$ cat config.mk
export PLATFORM = sky130hd
export DESIGN_NAME = instr_queue
export DESIGN_NICKNAME = d
export VERILOG_FILES = /design/src/rtl/instr_queue.sv
export SDC_FILE = /design/constraint.sdc
export NUM_CORES = 1
export LEC_CHECK = 0
export CAP_MARGIN = 10
export CORE_UTILIZATION = 35
export DETAILED_ROUTE_END_ITERATION = 8
export PLACE_DENSITY = 0.52
export SETUP_SLACK_MARGIN = 0.02
export SYNTH_ARGS = -nofsm -noshare
export SYNTH_HDL_FRONTEND = slang
export SYNTH_SLANG_ARGS = --single-unit
$ cat constraint.sdc
create_clock -name clk -period 3.8 [get_ports clk]
set_input_delay 0.95 -clock clk [delete_from_list [all_inputs] [get_ports clk]]
set_output_delay 0.95 -clock clk [all_outputs]
set_load 0.05 [all_outputs]
$ cat src/rtl/instr_queue.sv
// Instruction queue between fetch and decode.
// Circular FIFO of {instr, pc} pairs with a valid/ready interface on both
// sides. Popping a control-transfer instruction raises a branch hold until
// the CU resolves it. A taken branch flushes every younger entry.
module instr_queue #(
  parameter int bits  = 32,
  parameter int DEPTH = 4
) (
  input  logic                     clk,
  input  logic                     rst,
  input  logic                     in_valid,
  input  logic [bits-1:0]          in_instr,
  input  logic [bits-1:0]          in_pc,
  output logic                     in_ready,
  output logic                     out_valid,
  output logic [bits-1:0]          out_instr,
  output logic [bits-1:0]          out_pc,
  input  logic                     out_ready,
  output logic                     br_hold,
  input  logic                     resolve,
  input  logic                     taken,
  output logic [$clog2(DEPTH):0]   count
);

  localparam int PW = $clog2(DEPTH);
  localparam int CW = PW + 1;
  localparam logic [CW-1:0] FULL_CNT = CW'(DEPTH);

  typedef enum logic {
    RUN,
    WAIT_RES
  } state_e;

  typedef struct packed {
    logic [bits-1:0] instr;
    logic [bits-1:0] pc;
  } entry_t;

  state_e           state_q, state_d;
  logic [PW-1:0]    wr_ptr_q, wr_ptr_d;
  logic [PW-1:0]    rd_ptr_q, rd_ptr_d;
  logic [CW-1:0]    count_q, count_d;
  entry_t           mem_q [DEPTH];
  entry_t           head;

  logic push;
  logic pop;
  logic flush_now;
  logic is_cti;

  // Handshake qualifiers and the head-of-queue view presented to decode.
  always_comb begin
    head      = mem_q[rd_ptr_q];
    out_instr = head.instr;
    out_pc    = head.pc;
    count     = count_q;
    push      = in_valid && in_ready;
    pop       = out_valid && out_ready;
  end

  // Control-transfer decode on the opcode of the head instruction.
  always_comb begin
    // NOTE: every signal written in a combinational block gets a default
    // first, so no path leaves it unassigned and no latch is inferred.
    is_cti = 1'b0;
    unique case (out_instr[6:0])
      7'b1100011,
      7'b1101111,
      7'b1100111: is_cti = 1'b1;
      default:    is_cti = 1'b0;
    endcase
  end

  // Branch FSM: state register.
  always_ff @(posedge clk) begin
    // NOTE: sequential state uses non-blocking assignments so every register
    // samples the pre-edge values, independent of statement order.
    if (rst) begin
      state_q <= RUN;
    end else begin
      state_q <= state_d;
    end
  end

  // Branch FSM: next-state logic. Resolve outside WAIT_RES is ignored.
  always_comb begin
    state_d = state_q;
    unique case (state_q)
      RUN:      if (pop && is_cti) state_d = WAIT_RES;
      WAIT_RES: if (resolve)       state_d = RUN;
      default:  state_d = RUN;
    endcase
  end

  // Branch FSM: outputs. in_ready never looks at out_ready, only at
  // registered state plus resolve/taken.
  always_comb begin
    br_hold   = (state_q == WAIT_RES);
    flush_now = br_hold && resolve && taken;
    in_ready  = (count_q != FULL_CNT) && !flush_now;
    out_valid = (count_q != '0) && !br_hold;
  end

  // Pointer and occupancy next-state; a flush overrides any movement.
  always_comb begin
    wr_ptr_d = wr_ptr_q;
    rd_ptr_d = rd_ptr_q;
    count_d  = count_q;
    if (push) wr_ptr_d = wr_ptr_q + PW'(1);
    if (pop)  rd_ptr_d = rd_ptr_q + PW'(1);
    unique case ({push, pop})
      2'b10:   count_d = count_q + CW'(1);
      2'b01:   count_d = count_q - CW'(1);
      default: count_d = count_q;
    endcase
    if (flush_now) begin
      wr_ptr_d = '0;
      rd_ptr_d = '0;
      count_d  = '0;
    end
  end

  // Pointer and occupancy registers.
  always_ff @(posedge clk) begin
    if (rst) begin
      wr_ptr_q <= '0;
      rd_ptr_q <= '0;
      count_q  <= '0;
    end else begin
      wr_ptr_q <= wr_ptr_d;
      rd_ptr_q <= rd_ptr_d;
      count_q  <= count_d;
    end
  end

  // Entry storage, written on an accepted push.
  always_ff @(posedge clk) begin
    // NOTE: the storage array has no reset; occupancy and pointers decide
    // what is valid, so stale contents are never observed.
    if (push) begin
      mem_q[wr_ptr_q] <= '{instr: in_instr, pc: in_pc};
    end
  end

endmodule

# After elaboration in Yosys (flattened, before gate mapping)
# Memory sizes are Yosys's and may differ from the RTL's. A register that Yosys moved wholly into a read port is not among the register bits.
# Index checks and enable logic that the tools add are counted.
# W data, S select, Z words.
[op_classes] add_sub_neg=4 n_eq_ne=6 muxes=9 n_bitwise=1 n_reduce_logical=13
[op_table] operator="$eq A7 B7 Y1 const B" count=3
[op_table] operator="$logic_and A1 B1 Y1" count=7
[op_table] operator="$pmux W3 S2" count=1
[op_table] operator="$mux W1" count=5
[op_table] operator="$add A2 B1 Y2 const B" count=2
[op_table] operator="$mux W2" count=2
[op_table] operator="$add A3 B1 Y3 const B" count=1
[op_table] operator="$ne A3 B3 Y1 const B" count=1
[op_table] operator="$reduce_bool A3 Y1" count=1
[op_table] operator="$reduce_or A3 Y1" count=1
[op_table] operator="$sub A3 B1 Y3 const B" count=1
[op_table] operator="$eq A2 B1 Y1 const B" count=1
[op_table] operator="$eq A2 B2 Y1 const B" count=1
[op_table] operator="$logic_not A1 Y1" count=2
[op_table] operator="$pmux W1 S2" count=1
[op_table] operator="$reduce_bool A2 Y1" count=1
[op_table] operator="$reduce_or A2 Y1" count=1
[op_table] operator="$not A1 Y1" count=1
[totals] ff_bits=8 mem_bits_rw=256 inputBits=70 n_memories=1
[memory_table] memory="mem_q" words=4 width=64 read_ports=1 rd_ports_with_merged_regs=1 write_ports=1 line="43" text="entry_t mem_q [DEPTH];"

# Longest topological paths before layout
# Gate-level depths: netlist of the first run.
[logic_depth] word_depth=7 depth_mapped=8 mapped_depth_nobuf=8

# Least setup slack after synthesis of the first run
# No wires, ideal clock.
[synth_timing] path_kind="input to register" startpoint="input port resolve" endpoint="memory mem_q[0][0] (netlist name), enable pin" setup_ns=0.429 arrival_ns=3.254 required_time_ns=3.371 setup_slack_ns=0.117 stages=3 path_buffers=0 path_cell_list="nand3_1 -> o31a_1 -> and3_1"
[synth_via] elab_chain_len=7
[synth_rtl] element="from (decl)" line="20" text="input logic resolve,"
[synth_rtl] element="$logic_and A1 B1 Y1 (2 in series)" line="99" text="flush_now = br_hold && resolve && taken;"
[synth_rtl] element="$logic_not A1 Y1" line="100" text="in_ready = (count_q != FULL_CNT) && !flush_now;"
[synth_rtl] element="$logic_and A1 B1 Y1" line="100"
[synth_rtl] element="net in_ready" line="14" text="output logic in_ready,"
[synth_rtl] element="$logic_and A1 B1 Y1" line="57" text="push = in_valid && in_ready;"
[synth_rtl] element="$mux W1" line="140" text="if (push) begin"
[synth_rtl] element="$mux W1 (implied by the code)" line="141" text="mem_q[wr_ptr_q] <= '{instr: in_instr, pc: in_pc};"
[synth_rtl] element="to (decl)" line="43"
# The timed path passes the listed nets, and every way through them passes these cells.

==> run summary, run 1 <==
Result of the run -> completed
Num CTS Buffers -> 29
Bufs on Longest Clock Path -> 3
LEAKAGE -> 4.00 nW
Synthesized flop and latch total -> 266
CP Launch Type -> register
Die W -> 169 µm
DRT antenna net count -> 0
Register area share after synthesis -> 80.4%
CTS tree -> built
Skew-Pair Late Insertion Delay -> 530 ps
Cell variety after synth -> 29
Die height -> 169 µm
Most common cell in the netlist -> edfxtp_1
Layout area overhead -> 28.6%
Avg Cell Area, Syn -> 25.0 µm²
FMAX -> 0.275 GHz
Number of flops mapped to enable cells by yosys -> 256
Initial DRC Count -> 308
Nets -> 637
Max IR drop VDD -> 0.000291 V
Slew Limit Fails -> 0
Initial antenna violation count -> 1
CTS H-Tree Depth -> 1
GPL Wtd Cong -> 0.709
Routed WL per cell -> 20.4 µm
Hold Violations, Final -> 0
Crit Path Max Fanout -> 27
Largest net degree at the start of global routing -> 45
Power Density -> 753 mW/mm²
DP Wirelength -> 11900 µm
Share of layout cells above drive strength 1 -> 19.0%
Total of fill cells in the finished design -> 2298
Vias in the first global route -> 5026
CTS Sinks -> 266
Hold Startpoint -> rd_ptr_q[1]
Buffers on Ports -> 139
Die area -> 0.0287 mm²
Mapped Cells -> 393
Std-Cell Rows -> 60
Post-synth top area share -> 78.3%
Hold/Removal Path Class -> register to register
Top cells by count, synth -> 256 x edfxtp_1, 53 x mux4_2, 11 x mux4_1, 10 x dfxtp_1, 10 x nor2_1
RSZ-0062 raised after global routing -> false
Vias -> 4587
Slew HR -> 58.9%
Initial Util -> 36.0%
Fin worst setup slack -> 170 ps
Setup crit end kind -> output port
Via density -> 4.80
Gr usage total -> 13.7%
DRC violations left -> 0
Clock skew -> 16.3 ps
Synth area leaders -> edfxtp_1 78%, mux4_2 12%, mux4_1 2.9%, dfxtp_1 2.0%, ha_1 0.64%
MaxCap Viol Count -> 0
Final Critical Period -> 3630 ps
Core area -> 0.0273 mm²
Clk root buf -> clkbuf_16
Io pins -> 140
Mapped Area -> 0.00982 mm²
Post-Syn Nets -> 469
Worst R2R Start -> count[2]
Reg clk slew, reported paths -> 60 ps
Syn. warnings -> 0
First-pass GRT wire length -> 29400 µm
WP data arrival -> 2680 ps
Tcrit/Tclk final -> 95.5%
Synth async-reset ratio -> 0%
Critical path required time -> 2850 ps
Global route overflow -> 0
Post-Place Worst Slack -> 610 ps
TNS Setup -> 0 ps
Total length of routed wires -> 19500 µm
Worst Tran Pin Value -> 617 ps
Router iterations before antenna repair -> 4
CP Class -> register to output port
Most used flip-flop cell after synthesis -> edfxtp_1
Setup violators final -> 0
Cell taking the most area after synthesis -> edfxtp_1
report_power, final:
group / leakage [nW] / total, mW / switching, mW / internal, mW
Combinational: 1.15 / 3.28 / 2.01 / 1.27
Clock: 0.415 / 2.52 / 1.06 / 1.46
Sequential: 2.43 / 3.70 / 0.139 / 3.56
Total: 4.00 / 9.50 / 3.21 / 6.30
final cells by class:
type                    count  area [µm²]  share of cell area, %
clock inverters            15        96.3                  0.763
repair buffers            152        1570                   12.4
multi-input cells         106        1820                   14.4
inverters                   6        22.5                  0.178
diodes                      1        2.50                 0.0198
well taps                 372         465                   3.69
flip-flops and latches    266        7900                   62.5
clock buffers              38         759                   6.01
worst paths after layout:
kind,endpoint,slack (ps),cells past startpoint
worst max-delay path,out_instr[22],170,3
worst min-delay path,register,510,2
worst max register to register,count[2],1480,8
worst min register to register,register,510,2
critical path: stages (launching register included):
cell and delay, ps:
dfxtp_4 540, buf_12 280, mux4_1 590, clkdlybuf4s50_1 720
state kept, by name, summed over array words and instances (netlist names), named ones only:
| signal | cells |
|---|---|
| wr_ptr_q | 2 |
| br_hold | 1 |
| rd_ptr_q | 2 |
| mem_q | 256 |
| count | 3 |
per-layer routing:
metal / vias to the layer above / GRT usage [%] / wire [µm]
met3: 33 / 3.17 / 1080
met1: 2424 / 16.0 / 7620
li1: 2016 / - / -
met4: 2 / 3.80 / 451
met2: 112 / 25.1 / 10300
met5: - / 0 / 12
layout by cell type, fill, tap and decap left out, drive strengths merged:
master	Yosys	routed
nor2	10	10
o311ai	1	1
o21ai	2	2
nand4b	2	2
mux2i	1	1
a21oi	2	2
nor3	1	1
nand2b	2	2
buf	12	14
clkdlybuf4s50	0	136
and3	4	4
xor2	2	2
diode	0	1
inv	6	7
clkbuf	3	38
nor4bb	1	1
ha	5	5
xnor2	3	3
mux4	64	64
clkinvlp	0	1
clkinv	0	12
bufinv	0	1
nand3	1	1
or3	1	1
dfxtp	10	10
fa	1	1
o31a	1	1
nor3b	1	1
nand2	1	1
dlymetal6s2s	0	2
edfxtp	256	256
cell families (layout without fill, tap and decap cells):
family | count (synthesis) | in the layout | share of synthesized area, %
compound gates | 6 | 6 | 0.459
xor+xnor | 5 | 5 | 0.446
fa+ha+maj | 6 | 6 | 0.841
buf+inv | 21 | 211 | 1.31
flops | 266 | 266 | 80.4
mux | 65 | 65 | 15.2
other cells | 0 | 1 | 0
simple gates | 24 | 24 | 1.38
stage by stage:
| step | cells | utilization, % | hold slack [ps] | power, mW | cell area [µm²] |
|---|---|---|---|---|---|
| 3_5_place_dp | 902 | 43.2 | 500 | 7.12 | 11800 |
| 6_report | 956 | 46.3 | 514 | 9.50 | 12600 |
| 4_1_cts | 955 | 46.3 | 516 | 9.67 | 12600 |
| 5_1_grt | 955 | 46.3 | 531 | 9.88 | 12600 |
| 2_1_floorplan | 393 | - | 490 | 6.01 | 9820 |
| 3_3_place_gp | 902 | 43.2 | 505 | 7.08 | 11800 |
repair_timing:
item	4_1_cts	5_1_grt
buffers inserted	0	0
endpoints found under the setup margin	0	2
endpoints found under the hold margin	0	0
gates resized for setup	0	2
hold buffers	0	0
Note: power is estimated with default switching activity, not from simulation.
==> run 2: changes to the inputs <==
==> constraint.sdc (replaced) <==
create_clock -name clk -period 3.8 [get_ports clk]
set_input_delay 0.57 -clock clk [delete_from_list [all_inputs] [get_ports clk]]
set_output_delay 0.57 -clock clk [all_outputs]
set_load 0.05 [all_outputs]
==> run summary, run 2 (same netlist as run 1, synthesis figures left out) <==
Result of the run -> completed
DRC violations left -> 0
Total Power -> 9.71 mW
Bufs on Longest Clock Path -> 3
Die W -> 169 µm
Final Critical Period -> 3390 ps
CTS H-Tree Depth -> 1
Vias in the first global route -> 4972
Core area -> 0.0273 mm²
Critical path's top delay family -> buffers and inverters
Std-Cell Rows -> 60
Setup violators final -> 0
First-pass GRT wire length -> 29600 µm
Skew-Pair Late Insertion Delay -> 530 ps
DP Wirelength -> 11700 µm
Worst path cell trace -> buf_4, mux4_2, clkdlybuf4s50_1
Final Cell Area -> 0.0127 mm²
Sequential Power Share -> 38.5%
Slew HR -> 56.3%
Commonest non-fill, non-tap cell in the layout -> edfxtp_1
Nets -> 636
Layout area overhead -> 29.3%
Clock skew -> 7.76 ps
Worst R2R Start -> count[2]
CP Class -> register to output port
CTS tree -> built
Initial antenna violation count -> 1
Gr usage total -> 13.9%
Total length of routed wires -> 19400 µm
TNS Setup -> 0 ps
RSZ-0062 raised after global routing -> false
Total of fill cells in the finished design -> 2236
Worst Tran Pin Value -> 655 ps
Reg with most FFs -> mem_q
GPL Wtd Cong -> 0.731
Hold bufs inserted after CTS -> 0
Clk network pwr share -> 28.0%
Die height -> 169 µm
Clk root buf -> clkbuf_16
Worst hold stages -> 2
WP data arrival -> 2820 ps
Int Power -> 6.49 mW
Setup bufs post-CTS -> 0
Routed WL per cell -> 20.4 µm
Setup crit end kind -> output port
Reg clk slew, reported paths -> 60 ps
Delay of the slowest critical-path stage -> 740 ps
Initial Util -> 36.0%
CTS resizes -> 0
Crit path buffers/inverters -> 2
Post-Place Worst Slack -> 889 ps
LEAKAGE -> 4.02 nW
Number of flip-flops under the largest register name -> 256
Multi-input combinational cell area -> 0.00182 mm²
Minimum hold slack -> 528 ps
Hold Violations, Final -> 0
Buffers on Ports -> 139
Largest net degree at the start of global routing -> 51
Flop-to-flop setup slack -> 1460 ps
Tcrit/Tclk final -> 89.3%
CP Launch Type -> register
Power Density -> 764 mW/mm²
Critical path required time -> 3230 ps
DRT antenna net count -> 0
Slowest CP cell -> clkdlybuf4s50_1
Hold/Removal Path Class -> register to register
Share of layout cells above drive strength 1 -> 19.6%
Fin worst setup slack -> 408 ps
Register area -> 0.00790 mm²
Io pins -> 140
Num CTS Buffers -> 29
Initial DRC Count -> 212
Post-DP Area -> 0.0118 mm²
Via density -> 4.75
Combinational Power Share -> 33.5%
Global route overflow -> 0
Crit Path Max Fanout -> 22
Die area -> 0.0287 mm²
Reg2reg end -> count[2]
Most frequent cells in the layout -> 256 x edfxtp_1, 139 x clkdlybuf4s50_1, 53 x mux4_2
Router iterations before antenna repair -> 4
Slew Limit Fails -> 0
Net Sw Power -> 3.21 mW
CTS Sinks -> 266
FMAX -> 0.295 GHz
Worst R2R Path Depth -> 8
MaxCap Viol Count -> 0
Max IR drop VDD -> 0.000419 V
Sw frac -> 33.1%
Hold Startpoint -> rd_ptr_q[1]
Vias -> 4522
-- run 2: changes by cell type in the layout (fill, tap and decap cells not counted), moves of 2 or more --
cell | before | now
clkbuf_1 | 9 | 4
buf_4 | 8 | 5
bufinv_16 | 1 | 4
clkdlybuf4s50_1 | 136 | 139
clkinv_1 | 8 | 5
dlymetal6s2s_1 | 2 | 0
-- run 2: how the worst max path moves through the flow --
stage	start	to	cells past startpoint
finish	register	out_pc[20]	3
floorplan	count[0]	mem_q[0][0]	2
global placement	register	out_pc[9]	3
global route	register	out_pc[9]	3
CTS	register	out_pc[7]	3
detailed placement	register	out_pc[9]	3
-- run 2: cell type report --
type	count	share of cell area, %
Antenna cell	1	0.0197
Clock buffer	33	5.83
Clock inverter	16	1.43
Inverter	6	0.177
Multi-Input combinational cell	106	14.3
Sequential cell	266	62.2
Tap cell	372	3.67
Timing Repair Buffer	151	12.4
-- run 2: power groups by stage --
stage	Sequential, mW	Clock [mW]	Combinational (mW)
CTS	3.75	2.80	3.32
global placement	3.79	0	3.29
global route	3.78	2.90	3.41
detailed placement	3.81	0	3.31
finish	3.74	2.72	3.25
floorplan	3.72	0	2.29
-- run 2: routing by layer --
layer | track usage, % | share of wire [%] | vias to the layer above
met1 | 17.2 | 41 | 2348
met5 | 0 | 0.067 | -
met4 | 4.03 | 2.6 | 2
li1 | - | - | 2012
met3 | 3.10 | 5.3 | 34
met2 | 24.4 | 51 | 126
-- run 2: worst reg2reg max path, cell delays in order, from the launching register on --
cell and delay, ps:
dfxtp_1 420, inv_1 100, o311ai_2 420, ha_1 270
inv_1 60, fa_1 370, xor2_1 160, or3_1 320
a21oi_1 150
-- run 2: through the flow --
| stage | cells | util (%) |
|---|---|---|
| CTS | 950 | 46.6 |
| global route | 950 | 46.6 |
| finish | 951 | 46.6 |
| floorplan | 393 | - |
| global placement | 901 | 43.2 |
| detailed placement | 901 | 43.2 |
